--- src/rtl/matrix_operand_loader_if.sv ---
// matrix_operand_loader_if
//   Bundles the element stream, the operand-set output and the error pulses of
//   matrix_operand_loader.
//   Element stream : s_valid, s_ready, s_data, s_last, s_op
//   Operand set    : m_valid, m_ready, m_op, m_a, m_b, m_a_mul, m_b_mul
//   Error pulses   : err_frame, err_op, err_range
//   Modports: slave  = the loader itself
//             master = element source plus downstream arithmetic stage
interface matrix_operand_loader_if;
   logic        s_valid;
   logic        s_ready;
   logic [2:0]  s_data;
   logic        s_last;
   logic [1:0]  s_op;
   logic        m_valid;
   logic        m_ready;
   logic [1:0]  m_op;
   logic [11:0] m_a;
   logic [11:0] m_b;
   logic [7:0]  m_a_mul;
   logic [7:0]  m_b_mul;
   logic        err_frame;
   logic        err_op;
   logic        err_range;

   modport slave (
      input  s_valid, s_data, s_last, s_op, m_ready,
      output s_ready, m_valid, m_op, m_a, m_b, m_a_mul, m_b_mul,
             err_frame, err_op, err_range
   );

   modport master (
      output s_valid, s_data, s_last, s_op, m_ready,
      input  s_ready, m_valid, m_op, m_a, m_b, m_a_mul, m_b_mul,
             err_frame, err_op, err_range
   );
endinterface

--- src/rtl/matrix_operand_loader.sv ---
// matrix_operand_loader
//   Collects eight 3-bit elements (a11,a12,a21,a22,b11,b12,b21,b22) plus an op
//   code per frame and presents them as one operand set, in both 3-bit and
//   2-bit-per-element packings. An assembly buffer and an output register give
//   double buffering: one frame can wait in PEND while another is presented.
//   Ports:
//     clk   : rising-edge clock
//     rst_n : asynchronous active-low reset
//     bus   : matrix_operand_loader_if.slave (stream in, operand set out, errors)
//   Optional feature: define MATLOAD_RANGE_CHECK_EN to drop mul frames holding
//   any element above 3 (reported on err_range).
module matrix_operand_loader (
   input  logic                   clk,
   input  logic                   rst_n,
   matrix_operand_loader_if.slave bus
);
   localparam int unsigned EW = 3;

   typedef enum logic [1:0] {StCollect, StDiscard, StPend} state_e;

   state_e        state_q, state_d;
   logic [2:0]    idx_q;
   logic [1:0]    op_q;
   logic [EW-1:0] buf_q [8];
   logic          m_valid_q;
   logic [1:0]    m_op_q;
   logic [11:0]   m_a_q, m_b_q;
   logic          err_frame_q, err_op_q, err_range_q;
   logic          err_frame_d, err_op_d, err_range_d;

   logic s_rdy, accept, complete, keep_frame, can_load, range_bad;
   logic load_direct, load_pend;

   assign s_rdy  = (state_q != StPend);
   assign accept = bus.s_valid && s_rdy;

   // Beat 7 with s_last closes a well-formed frame; op_q was captured on beat 0.
   assign complete   = accept && (state_q == StCollect) && (idx_q == 3'd7) && bus.s_last;
   assign keep_frame = complete && (op_q != 2'd3) && !range_bad;
   assign can_load   = !m_valid_q || bus.m_ready;

`ifdef MATLOAD_RANGE_CHECK_EN
   // Beat 7 is still on s_data when the frame completes.
   always_comb begin
      range_bad = 1'b0;
      if (op_q == 2'd2) begin
         for (int i = 0; i < 7; i++) begin
            if (buf_q[i] > 3'd3) range_bad = 1'b1;
         end
         if (bus.s_data > 3'd3) range_bad = 1'b1;
      end
   end
`else
   assign range_bad = 1'b0;
`endif

   // State register
   always_ff @(posedge clk or negedge rst_n) begin
      if (!rst_n) state_q <= StCollect;
      else        state_q <= state_d;
   end

   // Next-state logic
   always_comb begin
      state_d = state_q;
      unique case (state_q)
         StCollect: begin
            if (accept && (idx_q == 3'd7) && !bus.s_last) state_d = StDiscard;
            else if (keep_frame && !can_load)             state_d = StPend;
         end
         StDiscard: if (accept && bus.s_last)             state_d = StCollect;
         StPend:    if (bus.m_ready && m_valid_q)         state_d = StCollect;
         default:                                         state_d = StCollect;
      endcase
   end

   // Output / control decode
   always_comb begin
      load_direct = 1'b0;
      load_pend   = 1'b0;
      err_frame_d = 1'b0;
      err_op_d    = 1'b0;
      err_range_d = 1'b0;
      unique case (state_q)
         StCollect: begin
            if (accept) begin
               if (idx_q != 3'd7)        err_frame_d = bus.s_last;
               else if (!bus.s_last)     err_frame_d = 1'b1;
               else if (op_q == 2'd3)    err_op_d    = 1'b1;
               else if (range_bad)       err_range_d = 1'b1;
               else                      load_direct = can_load;
            end
         end
         StPend:  load_pend = bus.m_ready && m_valid_q;
         default: ;
      endcase
   end

   // Assembly buffer, output register and error pulses
   always_ff @(posedge clk or negedge rst_n) begin
      if (!rst_n) begin
         idx_q       <= '0;
         op_q        <= '0;
         for (int i = 0; i < 8; i++) buf_q[i] <= '0;
         m_valid_q   <= 1'b0;
         m_op_q      <= '0;
         m_a_q       <= '0;
         m_b_q       <= '0;
         err_frame_q <= 1'b0;
         err_op_q    <= 1'b0;
         err_range_q <= 1'b0;
      end else begin
         err_frame_q <= err_frame_d;
         err_op_q    <= err_op_d;
         err_range_q <= err_range_d;

         if (accept && (state_q == StCollect)) begin
            buf_q[idx_q] <= bus.s_data;
            if (idx_q == 3'd0) op_q <= bus.s_op;
            idx_q <= (bus.s_last || (idx_q == 3'd7)) ? 3'd0 : idx_q + 3'd1;
         end

         if (load_direct) begin
            m_op_q <= op_q;
            m_a_q  <= {buf_q[0], buf_q[1], buf_q[2], buf_q[3]};
            m_b_q  <= {buf_q[4], buf_q[5], buf_q[6], bus.s_data};
         end else if (load_pend) begin
            m_op_q <= op_q;
            m_a_q  <= {buf_q[0], buf_q[1], buf_q[2], buf_q[3]};
            m_b_q  <= {buf_q[4], buf_q[5], buf_q[6], buf_q[7]};
         end

         if (load_direct || load_pend) m_valid_q <= 1'b1;
         else if (bus.m_ready)         m_valid_q <= 1'b0;
      end
   end

   assign bus.s_ready   = s_rdy;
   assign bus.m_valid   = m_valid_q;
   assign bus.m_op      = m_op_q;
   assign bus.m_a       = m_a_q;
   assign bus.m_b       = m_b_q;
   assign bus.m_a_mul   = {m_a_q[10:9], m_a_q[7:6], m_a_q[4:3], m_a_q[1:0]};
   assign bus.m_b_mul   = {m_b_q[10:9], m_b_q[7:6], m_b_q[4:3], m_b_q[1:0]};
   assign bus.err_frame = err_frame_q;
   assign bus.err_op    = err_op_q;
   assign bus.err_range = err_range_q;
endmodule

--- src/flat_wrapper.sv ---
// flat-port wrapper written by rule: the top's interface ports become plain ports
module matrix_operand_loader_flat 
  (clk, rst_n, bus_s_valid, bus_s_data, bus_s_last, bus_s_op, bus_m_ready, bus_s_ready, bus_m_valid, bus_m_op, bus_m_a, bus_m_b, bus_m_a_mul, bus_m_b_mul, bus_err_frame, bus_err_op, bus_err_range);
  matrix_operand_loader_if bus_i ();
  input  logic clk;
  input  logic rst_n;
  input wire logic [$bits(bus_i.s_valid)-1:0] bus_s_valid;
  input wire logic [$bits(bus_i.s_data)-1:0] bus_s_data;
  input wire logic [$bits(bus_i.s_last)-1:0] bus_s_last;
  input wire logic [$bits(bus_i.s_op)-1:0] bus_s_op;
  input wire logic [$bits(bus_i.m_ready)-1:0] bus_m_ready;
  output wire logic [$bits(bus_i.s_ready)-1:0] bus_s_ready;
  output wire logic [$bits(bus_i.m_valid)-1:0] bus_m_valid;
  output wire logic [$bits(bus_i.m_op)-1:0] bus_m_op;
  output wire logic [$bits(bus_i.m_a)-1:0] bus_m_a;
  output wire logic [$bits(bus_i.m_b)-1:0] bus_m_b;
  output wire logic [$bits(bus_i.m_a_mul)-1:0] bus_m_a_mul;
  output wire logic [$bits(bus_i.m_b_mul)-1:0] bus_m_b_mul;
  output wire logic [$bits(bus_i.err_frame)-1:0] bus_err_frame;
  output wire logic [$bits(bus_i.err_op)-1:0] bus_err_op;
  output wire logic [$bits(bus_i.err_range)-1:0] bus_err_range;
  assign bus_i.s_valid = bus_s_valid;
  assign bus_i.s_data = bus_s_data;
  assign bus_i.s_last = bus_s_last;
  assign bus_i.s_op = bus_s_op;
  assign bus_i.m_ready = bus_m_ready;
  assign bus_s_ready = bus_i.s_ready;
  assign bus_m_valid = bus_i.m_valid;
  assign bus_m_op = bus_i.m_op;
  assign bus_m_a = bus_i.m_a;
  assign bus_m_b = bus_i.m_b;
  assign bus_m_a_mul = bus_i.m_a_mul;
  assign bus_m_b_mul = bus_i.m_b_mul;
  assign bus_err_frame = bus_i.err_frame;
  assign bus_err_op = bus_i.err_op;
  assign bus_err_range = bus_i.err_range;
  matrix_operand_loader u_core (.clk(clk), .rst_n(rst_n), .bus(bus_i));
endmodule
--- config.mk ---
export PLATFORM = sky130hd
export DESIGN_NAME = matrix_operand_loader_flat
export DESIGN_NICKNAME = d
export VERILOG_FILES = /design/src/rtl/matrix_operand_loader_if.sv /design/src/rtl/matrix_operand_loader.sv /design/src/flat_wrapper.sv
export SDC_FILE = /design/constraint.sdc
export NUM_CORES = 1
export LEC_CHECK = 0
export BUFFER_PORTS_ARGS = -buffer_cell sky130_fd_sc_hd__buf_2
export CORE_UTILIZATION = 35
export CTS_CLUSTER_SIZE = 25
export DETAILED_ROUTE_END_ITERATION = 10
export GPL_TIMING_DRIVEN = 0
export PLACE_DENSITY = 0.66
export SLEW_MARGIN = 20
export SYNTH_ARGS = -nofsm -noshare
export SYNTH_HDL_FRONTEND = slang
export SYNTH_SLANG_ARGS = --single-unit
export TNS_END_PERCENT = 30
--- constraint.sdc ---
create_clock -name clk -period 1.9 [get_ports clk]
set_input_delay 0.285 -clock clk [delete_from_list [all_inputs] [get_ports clk]]
set_output_delay 0.285 -clock clk [all_outputs]
set_load 0.01 [all_outputs]
* Yosys cells after proc, flatten, opt, wreduce, memory -nomap -nowiden
Cells that the tools add are included.
** Operators by class
- Add/subtract/negate cells :: 1
- $lt $le $gt $ge :: 2
- Eq/ne operators :: 10
- Multiplexer cells :: 32
- Bitwise operators :: 1
- Reduce and logical (&&, ||, !) cells :: 23
** Operator list (count)
- 2-to-1 mux 12 bit :: 4
- bitwise mux 24 bit :: 1
- 2-to-1 mux 1 bit :: 17
- 2-to-1 mux 2 bit :: 6
- logical AND 1 bit :: 11
- demux 3 bit (select 3 bit) :: 1
- 2-to-1 mux 3 bit :: 2
- inequality test 3 bit (second input constant) :: 2
- case mux 2 bit (3 select lines) :: 1
- == test 2 bit (second input constant) :: 2
- greater-or-equal comparator 4 bit (second input constant) :: 1
- < comparator 4 x 1 -> 1 bit (second input constant) :: 1
- inequality test 2 x 1 -> 1 bit (second input constant) :: 2
- inequality test 2 bit (second input constant) :: 2
- inverter 3 -> 4 bit :: 1
- nonzero test 2 bit :: 2
- adder 3 x 1 -> 3 bit (second input constant) :: 1
- == test 3 bit (second input constant) :: 1
- zero test 1 bit :: 3
- zero test 3 bit :: 1
- logical OR 1 bit :: 3
- AND reduction 3 bit :: 1
- == test 2 x 1 -> 1 bit (second input constant) :: 1
- zero test 2 bit :: 1
- AND reduction 2 bit :: 1
** Storage, ports and cells
- Bits in registers :: 60
- Input bits :: 10
- Word-level logic and storage cells :: 86

* Logic depth before layout (Yosys ltp)
- Depth after elaboration :: 10
- Gate-level depth with buffers :: 6
- Gate-level depth less buffers :: 6

* Worst setup path after synthesis
No wires, ideal clock.
- Kind :: register to register
- Start :: register u_core.idx_q[0]
- End :: register u_core.m_a_q[0] (netlist: u_core.bus.m_a[0])
- Arrival :: 1.649 ns
- Data required time :: 1.772 ns
- Setup slack :: 0.124 ns
- Stages on the path, launching flop included :: 7
- Buffers on the path :: 1
- Cell sequence :: dfrtp_1 > ha_1 > ha_1 > nand4_1 > a21oi_1 > buf_4 > mux2_1
** Between the ends
- Word-level cells in the longest chain between the ends :: 5
** Ends and longest elaborated chain
- start: declaration :: RTL line matrix_operand_loader.sv:22 : logic [2:0] idx_q;
- start signal: assignment :: RTL line matrix_operand_loader.sv:120 : idx_q <= (bus.s_last || (idx_q == 3'd7)) ? 3'd0 : idx_q + 3'd1;
- inequality test 3 bit (*) :: RTL line matrix_operand_loader.sv:87 : if (idx_q != 3'd7) err_frame_d = bus.s_last;
- 2-to-1 mux 1 bit (*) :: RTL line matrix_operand_loader.sv:87
- 2-to-1 mux 1 bit (*) :: RTL line matrix_operand_loader.sv:86 : if (accept) begin
- 2-to-1 mux 1 bit (*) :: RTL line matrix_operand_loader.sv:84 : unique case (state_q)
- 2-to-1 mux 12 bit / nonzero test 2 bit (equally long branches)
- end signal: assignment :: RTL line matrix_operand_loader.sv:125 : m_a_q <= {buf_q[0], buf_q[1], buf_q[2], buf_q[3]};
- end signal: assignment :: RTL line matrix_operand_loader.sv:129 : m_a_q <= {buf_q[0], buf_q[1], buf_q[2], buf_q[3]};
- end: declaration :: RTL line matrix_operand_loader.sv:27 : logic [11:0] m_a_q, m_b_q;
Mark *: on every way between the ends. The rest lies on a longest branch, timed or not.
A chain may end at the register's enable or synchronous reset.

* Worst setup path after layout
- Start :: register u_core.idx_q[1]
- End :: register u_core.m_b_q[8] (netlist: u_core.bus.m_b[8])
** Between the ends
- Word-level cells in the longest chain between the ends :: 5
** Ends and longest elaborated chain
- inequality test 3 bit (*) :: RTL line matrix_operand_loader.sv:87
- 2-to-1 mux 1 bit (*) :: RTL line matrix_operand_loader.sv:87
- 2-to-1 mux 1 bit (*) :: RTL line matrix_operand_loader.sv:86
- 2-to-1 mux 1 bit (*) :: RTL line matrix_operand_loader.sv:84
- 2-to-1 mux 12 bit / nonzero test 2 bit (equally long branches)
- end signal: assignment :: RTL line matrix_operand_loader.sv:126 : m_b_q <= {buf_q[4], buf_q[5], buf_q[6], bus.s_data};
- end signal: assignment :: RTL line matrix_operand_loader.sv:130 : m_b_q <= {buf_q[4], buf_q[5], buf_q[6], buf_q[7]};
- end: declaration :: RTL line matrix_operand_loader.sv:27
Marked as above.

==> impl_metrics.ini <==
[power_and_ir_drop]
ir_drop_mv = 0.673
p_leak_uw = 0.00178
power_density_nw_per_um2 = 951

[yosys]
syn_inst = 205
syn_area_um2 = 2650
synth-seq-area-share = 0.566
ys_dominant_reg_cell = dfrtp_1
synth_edf_count = 0
synth_seq_cells = 60
yosysUniqueCellTypes = 33
avgSynthCellArea_um2 = 12.9
syn_nets = 219
ys_async_sr_fraction = 1.00
yosysWarnings = 0

[worst_hold_path]
hp-class = input pin to async pin

[clock_tree]
cts_buffers = 9
cts_tree = done
cts.sinks = 60
cts_buffer_depth = 2
clock_latency_ns = 0.33
h-tree-depth = 3
cts-root-buf = clkbuf_8
cts_hold_buf = 0
clk_pin_slew_worst_paths_ns = 0.07

[drt]
drt-total-wl_mm = 4.99
ant_nets = 0
first_iter_violations = 105
vias_per_cell = 4.69
vias = 1788
post-route-drc-count = 0
drtPass1Iterations = 4
wl_per_cell_um = 13.1

[critical_path]
critPathLaunchType = flip-flop
worstPathMaxFanout = 5
regToRegSetupSlack_ns = 0.05
critPathLaunch = u_core.idx_q[1]$_DFFE_PN0N_
endpoint = u_core.bus.m_b[8]$_DFFE_PN0P_
crit_chain = ha_1, ha_4, nand4_1, a21oi_4, buf_12, clkbuf_16, mux2_1
path_class = flip-flop to flip-flop
worstRegToRegCells = 7
max_stage_delay_ns = 0.37
crit_required_ns = 2.11
endpoint_kind = flip-flop
rr_endpoint = u_core.bus.m_b[8]$_DFFE_PN0P_
cpMaxStageDelayCell = dfrtp_1
r2r-start = u_core.idx_q[1]$_DFFE_PN0N_
crit_arrival_ns = 2.07

[place]
port_buffers = 54
placed_cells = 358
dp_hpwl_mm = 3.36
gp_congestion = 0.768

[finish]
final_util = 0.469
fin_cells = 381
antennaDiodeCount = 0
drive_gt1_frac = 0.472
syn_to_final_growth_pct = 29.0
fin_nets = 292

[floorplan]
io-pin-count = 57
start_util = 0.364
die_y_um = 89.0
die-area_um2 = 7930
core_area_um2 = 7290
rows = 31
die_w_um = 89.0

[global_route]
grtUsageTotal = 0.138
grt_pass1_vias = 1610
antenna_found_initial = 0
grt_pass1_wl_mm = 7.92
grt-ovfl-total = 0
grt_max_degree = 61

[sta]
final-hold-violation-count = 0
clock_skew_ns = 0.00936
period_share = 0.975
finalSetupViolations = 0
period_needed_ns = 1.85
final_max_slew_viol_count = 0
worst_pin_slew_ns = 0.736
fmax_ghz = 0.540
slew_headroom = 0.509

[outcome]
run_status = completed

[flow_run]
drv_cap = 0
[registers in the layout (all words and copies together) (netlist names)]
name and cells:
u_core.bus.err_op 1, u_core.bus.m_valid 1, u_core.bus.m_a 12, u_core.bus.m_b 12, u_core.buf_q 24, u_core.idx_q 3
u_core.bus.err_frame 1, u_core.op_q 2, u_core.bus.m_op 2, u_core.state_q 2
[synth_stat cells, types with 4 or more instances]
| master | instances | area, um2 |
|---|---|---|
| dfrtp_1 | 60 | 1500 |
| mux2_2 | 27 | 304 |
| mux2_1 | 20 | 225 |
| buf_4 | 19 | 143 |
| nand2_1 | 12 | 45.0 |
| nand3_1 | 11 | 55.1 |
| a21oi_1 | 7 | 35.0 |
| inv_1 | 6 | 22.5 |
| nor2_1 | 5 | 18.8 |
| ha_1 | 4 | 50.1 |
[area by class of cell]
type                       instances  area (um2)
clock inverter                     4        72.6
sequential                        60        1500
inverter                           6        22.5
buffer                            23         181
timing repair buffer              62         380
fill                             714        3870
clock buffer                      11         151
tap                               99         124
multi-input combinational        116         987
[layout by cell type (no fill, tap or decap), types with 5 or more instances in the layout]
cell,n
mux2_1,20
inv_1,6
dfrtp_1,60
a21oi_1,6
buf_2,54
nand3_1,11
nand2_1,11
clkbuf_8,11
nor2_1,5
mux2_2,27
buf_4,23
[how the worst min path moves through the flow]
stage,end,slack (ns),cells past startpoint
final,u_core.bus.m_a[9]$_DFFE_PN0P_,0.02,1
after floorplan,u_core.buf_q[0]$_DFFE_PN0P_,-0.01,0
after global placement,u_core.bus.m_a[8]$_DFFE_PN0P_,0.46,1
after detailed placement,u_core.bus.m_a[9]$_DFFE_PN0P_,0.40,1
after global routing,u_core.bus.m_a[9]$_DFFE_PN0P_,0.06,1
after CTS,u_core.bus.m_a[9]$_DFFE_PN0P_,0.03,1
[critical path: cells and delay by family (launching register included)]
kind | cells | cell delay [ns]
buf+inv | 2 | 0.29
compound gates | 1 | 0.23
flops | 1 | 0.37
fa+ha+maj | 2 | 0.36
mux | 1 | 0.31
simple gates | 1 | 0.18
[per-stage QoR]
step | setup WS, ns | area, um2 | setup TNS (ns) | power, uW | hold slack, ns
6_report | 0.0482 | 3420 | 0 | 3250 | 0.0199
3_3_place_gp | -0.229 | 3050 | -4.52 | 1980 | 0.463
5_1_grt | -0.0230 | 3420 | -0.108 | 3440 | 0.0618
2_1_floorplan | 0.124 | 2650 | 0 | 1860 | -0.0106
4_1_cts | 0.0241 | 3310 | 0 | 3290 | 0.0318
3_5_place_dp | -0.207 | 3050 | -4.01 | 2000 | 0.400
[cell families after synthesis]
logic type | Yosys count | synth area share
and+or+nand+nor | 45 | 0.0982
adders and majority gates | 4 | 0.0189
buffers and inverters | 29 | 0.0713
other | 1 | 0.00141
DFF | 60 | 0.566
muxes | 47 | 0.200
AOI/OAI and AO/OA | 19 | 0.0444
[timing repair]
action,in CTS,in global routing
resized for setup,3,6
pin swaps,2,2
cloned,0,2
setup endpoints to repair,20,21
buffers inserted,3,3
[layer usage]
layer	part of all wire	GRT usage	wire, um
met5	0	0	0
met1	0.47	0.181	2330
met2	0.47	0.199	2330
met4	0.016	0.0519	82
met3	0.051	0.0628	255
[report_power, final]
group / total [uW] / switching (uW) / internal [uW] / leakage, uW
combinational: 394 / 171 / 222 / 0.000872
clock: 1270 / 470 / 800 / 0.000111
sequential: 1590 / 106 / 1480 / 0.000800
(Power assumes the default switching activity.)
